`src/rtl/four_bit_adder_pkg.sv`:
```
// Shared constants for the registered adder/subtractor slice.
package four_bit_adder_pkg;

    localparam int unsigned WIDTH = 4;

    localparam logic OP_ADD = 1'b0;
    localparam logic OP_SUB = 1'b1;

endpackage

```
`src/rtl/four_bit_adder_add_sub_core.sv`:
```
// Combinational two's-complement add/subtract with carry and signed overflow.
module add_sub_core
    import four_bit_adder_pkg::*;
#(
    parameter int unsigned WIDTH = four_bit_adder_pkg::WIDTH
) (
    input  logic [WIDTH-1:0] a,
    input  logic [WIDTH-1:0] b,
    input  logic             sub,
    output logic [WIDTH-1:0] sum,
    output logic             carry,
    output logic             overflow
);

    logic [WIDTH-1:0] b_eff;
    logic [WIDTH:0]   full;

    always_comb begin
        b_eff    = (sub == OP_SUB) ? ~b : b;
        // Subtract is A + ~B + 1, so sub doubles as the carry-in.
        full     = {1'b0, a} + {1'b0, b_eff} + {{WIDTH{1'b0}}, sub};
        sum      = full[WIDTH-1:0];
        carry    = full[WIDTH];
        overflow = (a[WIDTH-1] == b_eff[WIDTH-1]) && (sum[WIDTH-1] != a[WIDTH-1]);
    end

endmodule

```
`src/rtl/four_bit_adder.sv`:
```
// Registered adder/subtractor: one-cycle latency, result and flags hold while idle.
module four_bit_adder
    import four_bit_adder_pkg::*;
#(
    parameter int unsigned WIDTH = four_bit_adder_pkg::WIDTH
) (
    input  logic             clk,
    input  logic             rst_n,
    input  logic             in_valid,
    input  logic [WIDTH-1:0] a,
    input  logic [WIDTH-1:0] b,
    input  logic             sub,
    output logic             out_valid,
    output logic [WIDTH-1:0] result,
    output logic             carry_out,
    output logic             overflow,
    output logic             zero,
    output logic             negative
);

    logic [WIDTH-1:0] sum;
    logic             carry;
    logic             ovf;

    add_sub_core #(
        .WIDTH (WIDTH)
    ) u_core (
        .a        (a),
        .b        (b),
        .sub      (sub),
        .sum      (sum),
        .carry    (carry),
        .overflow (ovf)
    );

    always_ff @(posedge clk or negedge rst_n) begin
        if (!rst_n) begin
            out_valid <= 1'b0;
            result    <= '0;
            carry_out <= 1'b0;
            overflow  <= 1'b0;
            zero      <= 1'b1;
            negative  <= 1'b0;
        end else begin
            out_valid <= in_valid;
            if (in_valid) begin
                result    <= sum;
                carry_out <= carry;
                overflow  <= ovf;
                zero      <= (sum == '0);
                negative  <= sum[WIDTH-1];
            end
        end
    end

endmodule

```
`config.mk`:
```
export PLATFORM = sky130hd
export DESIGN_NAME = four_bit_adder
export DESIGN_NICKNAME = d
export VERILOG_FILES = /design/src/rtl/four_bit_adder_pkg.sv /design/src/rtl/four_bit_adder_add_sub_core.sv /design/src/rtl/four_bit_adder.sv
export SDC_FILE = /design/constraint.sdc
export NUM_CORES = 1
export LEC_CHECK = 0
export CAP_MARGIN = 10
export CORE_AREA = 2 2 39 41
export DETAILED_ROUTE_END_ITERATION = 12
export DIE_AREA = 0 0 41 43
export DONT_BUFFER_PORTS = 1
export HOLD_SLACK_MARGIN = 0.12
export PLACE_DENSITY = 0.47
export RECOVER_POWER = 100
export SYNTH_ARGS = -nofsm -noshare
export SYNTH_HDL_FRONTEND = slang
export SYNTH_SLANG_ARGS = --single-unit
export TNS_END_PERCENT = 1
```
`constraint.sdc`:
```
create_clock -name clk -period 1 [get_ports clk]
set_clock_uncertainty 0.1 [all_clocks]
set_input_delay 0.2 -clock clk [delete_from_list [all_inputs] [get_ports clk]]
set_output_delay 0.2 -clock clk [all_outputs]
set_load 0.01 [all_outputs]
```
Yosys cells after proc, flatten, opt, wreduce, memory -nomap -nowiden --
Index checks and enable logic that the tools add are counted.
Storage, ports and cells: register bits after elaboration 9, input bits 12, output and inout port bits 9
Cells by class: add/subtract/negate cells 2, equal/unequal tests 2, multiplexer cells 1, bitwise gates (word level) 1, reduce and logical (&&, ||, !) cells 2
Operator list (number):
- $add 4x4->5 | 1
- $add 5x1->5 | 1
- $logic_not 4->1 | 1
- $mux 4 | 1
- $not 4->4 | 1
- $eq 1x1->1 | 1
- $logic_and 1x1->1 | 1
- $ne 1x1->1 | 1

Logic depth before layout (Yosys ltp) --
depth in word-level cells 6, depth in mapped cells 6, mapped depth without buffers 6

By module --
Synthesis repeated with hierarchy kept, for this count alone.
Second synthesis, totals: cells, all modules 36, area total of the unflattened synthesis 531.8 um^2
Modules (own cells, without submodules):
- four_bit_adder | instances 1, cells an instance 18, area each 337.8 um^2, sequential area each 201.4 um^2
- add_sub_core | instances 1, cells an instance 18, area each 193.9 um^2, sequential area each 0.0 um^2

Least setup slack after synthesis --
Ideal clock, no wire load.
path type input -> register, start input b[2], end register result[3], library setup time 0.125 ns, arrival 1.425 ns, required time 0.775 ns, setup slack -0.650 ns, cell stages on the path 6, buffers on the path 0, cells stage by stage xor2_1 -> ha_1 -> a21o_1 -> a31o_1 -> xor2_1 -> mux2_4
Between the ends: cells in the longest elaborated chain, start to end 4
RTL lines:
- start, declared | RTL line four_bit_adder.sv:11 | input logic [WIDTH-1:0] b,
- $not 4->4 | RTL line four_bit_adder_add_sub_core.sv:19 | b_eff = (sub == OP_SUB) ? ~b : b;
- $mux 4 (*) | RTL line four_bit_adder_add_sub_core.sv:19
- $add 4x4->5 (*) | RTL line four_bit_adder_add_sub_core.sv:21 | full = {1'b0, a} + {1'b0, b_eff} + {{WIDTH{1'b0}}, sub};
- $add 5x1->5 (*) | RTL line four_bit_adder_add_sub_core.sv:21
- end signal, assigned | RTL line four_bit_adder.sv:47 | result <= sum;
- end, declared | RTL line four_bit_adder.sv:14 | output logic [WIDTH-1:0] result,
Every way passes the cells marked *; elsewhere a longest branch is shown, timed or not. A chain may end at the register's enable or synchronous reset.

Worst setup path after layout --
Ends and elaborated chain as after synthesis.

==> out/metrics.cfg <==
[timing]
final_max_slew_viol_count=0
setup_slack_ns=-0.398
fin_crit_ns=1.40
setup_violations=10
timing.hold.ws_ns=-0.123
rsz0062_at_grt=yes
finalCritPeriodShare=1.40
hold_violations=6
worst_pin_slew_ns=0.352
clock.fmax_ghz=0.715
slew_headroom=0.764

[detailed_routing]
drc=0
postRouteAntennaNets=0
firstDrtPassIters=4
viasPerCell=4.91
drt-wirelength-per-cell_um=12.1
drtIter0Drc=1
num_vias=319
routed_wl_um=785

[worst_setup_path]
crit_top_cell=xor2_1
slowest_stage=ha_1
worstPathArrival_ns=1.43
path_cells=xor2_1 > ha_1 > a21o_1 > a31o_1 > xor2_1 > mux2_4
path_depth=6
cp.required_ns=1.03
cp_slowest_stage_delay_ns=0.29
worst-path-buf-inv=0
r2r_slack_ns=0.08
r2r_cells=2
start_kind=input port
cp_max_fo=2
r2r-start=zero
end_kind=register
crit_type=input port to register
cp_top_family=compound AO/OA/AOI/OAI gates
r2r_end=zero

[pwr]
p_leak_nw=0.268
peakVddDrop_mv=0.586
p_per_area_nw_per_um2=1790

[die]
start_util=0.335
rows=14
die_h_um=43
die_width_um=41
coreArea_um2=1380
die_area_um2=1760
ios=21

[logic_synthesis]
synth-seq-cells=8
yosysTopAreaCell=dfrtp_1
ys.flop_type=dfrtp_1
synth_mux_area_frac=0.0892
yosysMostFrequentCell=dfrtp_1
synth_fa_ha_area_frac=0.124
synthCells=40
yosysWarnings=0
synth-compound-area-share=0.122
ys_seq_area_frac=0.435
synth_top_family_by_area=XOR/XNOR gates
yosys.area_share.simple=0.0568
syn_nets=56
yosys.area.top_type_share=0.378
synth_async_sr_flop_share=1.00
synth_area_um2=463
synth_cell_types=18
syn_avg_cell_area_um2=11.6
synthTopCellsByCount=dfrtp_1 (7), a21oi_1 (4), xor2_1 (4)
synth_enable_flop_cells=0
ys_top_cells_by_area=dfrtp_1 (38%), ha_1 (8.1%), xor2_1 (7.6%)
yosys.area_share.xor_xnor=0.132

[final_layout]
finalNetCount=66
finalInstanceArea_um2=586
syn_to_final_growth_pct=26.5
fillers=141
finalCoreUtilization=0.423
drive_gt1_frac=0.347
antennaDiodeCount=0

[cts]
post-cts-setup-buffers=0
root_buffer=clkbuf_4
tritoncts=done
cts_buffers=3
ctsHoldBuffers=1
clock_sinks=8
clk_path_buf_depth=2
clkTransAtPathRegs_ns=0.06
clk_latency_ns=0.25
htree_levels=1

[run_status]
outcome=finished with violations
violations=hold timing, setup timing

[global_routing]
grt_pass1_vias=332
grt_max_degree=14
grt_pass1_wl_um=1300
grt_overflow_total=0
grt_use_total=0.109
antenna_found_initial=0

[placed_design]
pre_cts_slack_ns=-0.660
port_buffers=0
place_congestion=0.652
place_area_um2=517

[job]
maxCapViolations=0

[hold_path]
min_to=out_valid
hp-start=in_valid
min_delay_path_depth=0
hp-class=input port to register

-- layout make-up --
cell class | count | area, um2 | area share
multi-input cells | 28 | 268 | 0.457
flip-flops and latches | 8 | 201 | 0.344
inverters | 2 | 7.51 | 0.0128
repair buffers | 7 | 62.6 | 0.107
clock buffers | 4 | 26.3 | 0.0449
well taps | 16 | 20.0 | 0.0342
-- flip-flops by register name, summed over array words and instances, names as in the netlist --
name,count
carry_out,1
out_valid,1
result,4
overflow,1
zero,1
-- per-stage QoR --
stage / power [mW] / hold WS (ns) / std cells / setup TNS (ns)
floorplan: 0.664 / -0.196 / 40 / -2.83
global placement: 0.741 / -0.195 / 60 / -3.09
detailed placement: 0.751 / -0.195 / 60 / -3.23
CTS: 1.06 / -0.128 / 65 / -1.99
global route: 1.13 / -0.139 / 65 / -2.12
finish: 1.05 / -0.123 / 65 / -1.77
-- worst max-delay path by stage --
stage / end / slack (ns) / start
2_1_floorplan: result[3] / -0.65 / b[2]
3_3_place_gp: result[3] / -0.63 / b[2]
3_5_place_dp: result[3] / -0.66 / b[2]
4_1_cts: result[3] / -0.40 / b[2]
5_1_grt: result[3] / -0.42 / b[2]
6_report: result[3] / -0.40 / b[2]
-- worst reg2reg max path, stage by stage, from the launching register on --
cell	delay (ns)
dfstp_2	0.56
inv_1	0.04
o22ai_1	0.15
-- power breakdown --
part	leakage [nW]	total, mW	switching [mW]	internal, mW
registers	0.0921	0.448	0.0580	0.390
logic	0.161	0.344	0.139	0.206
clock network	0.0150	0.255	0.103	0.152
-- layout by cell type, fill, tap and decap left out, drive strengths merged --
| cell type | netlist | routed |
|---|---|---|
| nor2 | 3 | 3 |
| a21o | 2 | 2 |
| ha | 3 | 3 |
| dlygate4sd3 | 0 | 1 |
| mux2 | 3 | 3 |
| dfstp | 1 | 1 |
| buf | 2 | 6 |
| nand2b | 1 | 1 |
| nand4b | 1 | 1 |
| a21oi | 4 | 4 |
| o22ai | 2 | 2 |
| xor2 | 4 | 4 |
| xnor2 | 3 | 3 |
| a31o | 1 | 1 |
| fa | 1 | 1 |
| inv | 2 | 2 |
| clkbuf | 0 | 4 |
| dfrtp | 7 | 7 |
-- cell families (layout without fill, tap and decap cells) --
kind of cell	after synthesis	in the layout
compound gates	9	9
xor+xnor	7	7
fa+ha+maj	4	4
buf+inv	4	13
flops	8	8
mux	3	3
simple gates	5	5
-- repair_timing --
action	CTS	global route
hold endpoints to repair	16	8
endpoints found under the setup margin	10	10
gates resized for setup	4	2
-- per-layer routing --
metal / share of wire / GRT usage / up-vias
met4: 0 / 0.0800 / 0
met2: 0.52 / 0.163 / 18
li1: - / - / 152
met5: 0 / 0 / -
met3: 0.12 / 0.00524 / 0
met1: 0.36 / 0.140 / 149
Note: power is estimated with default switching activity, not from simulation.
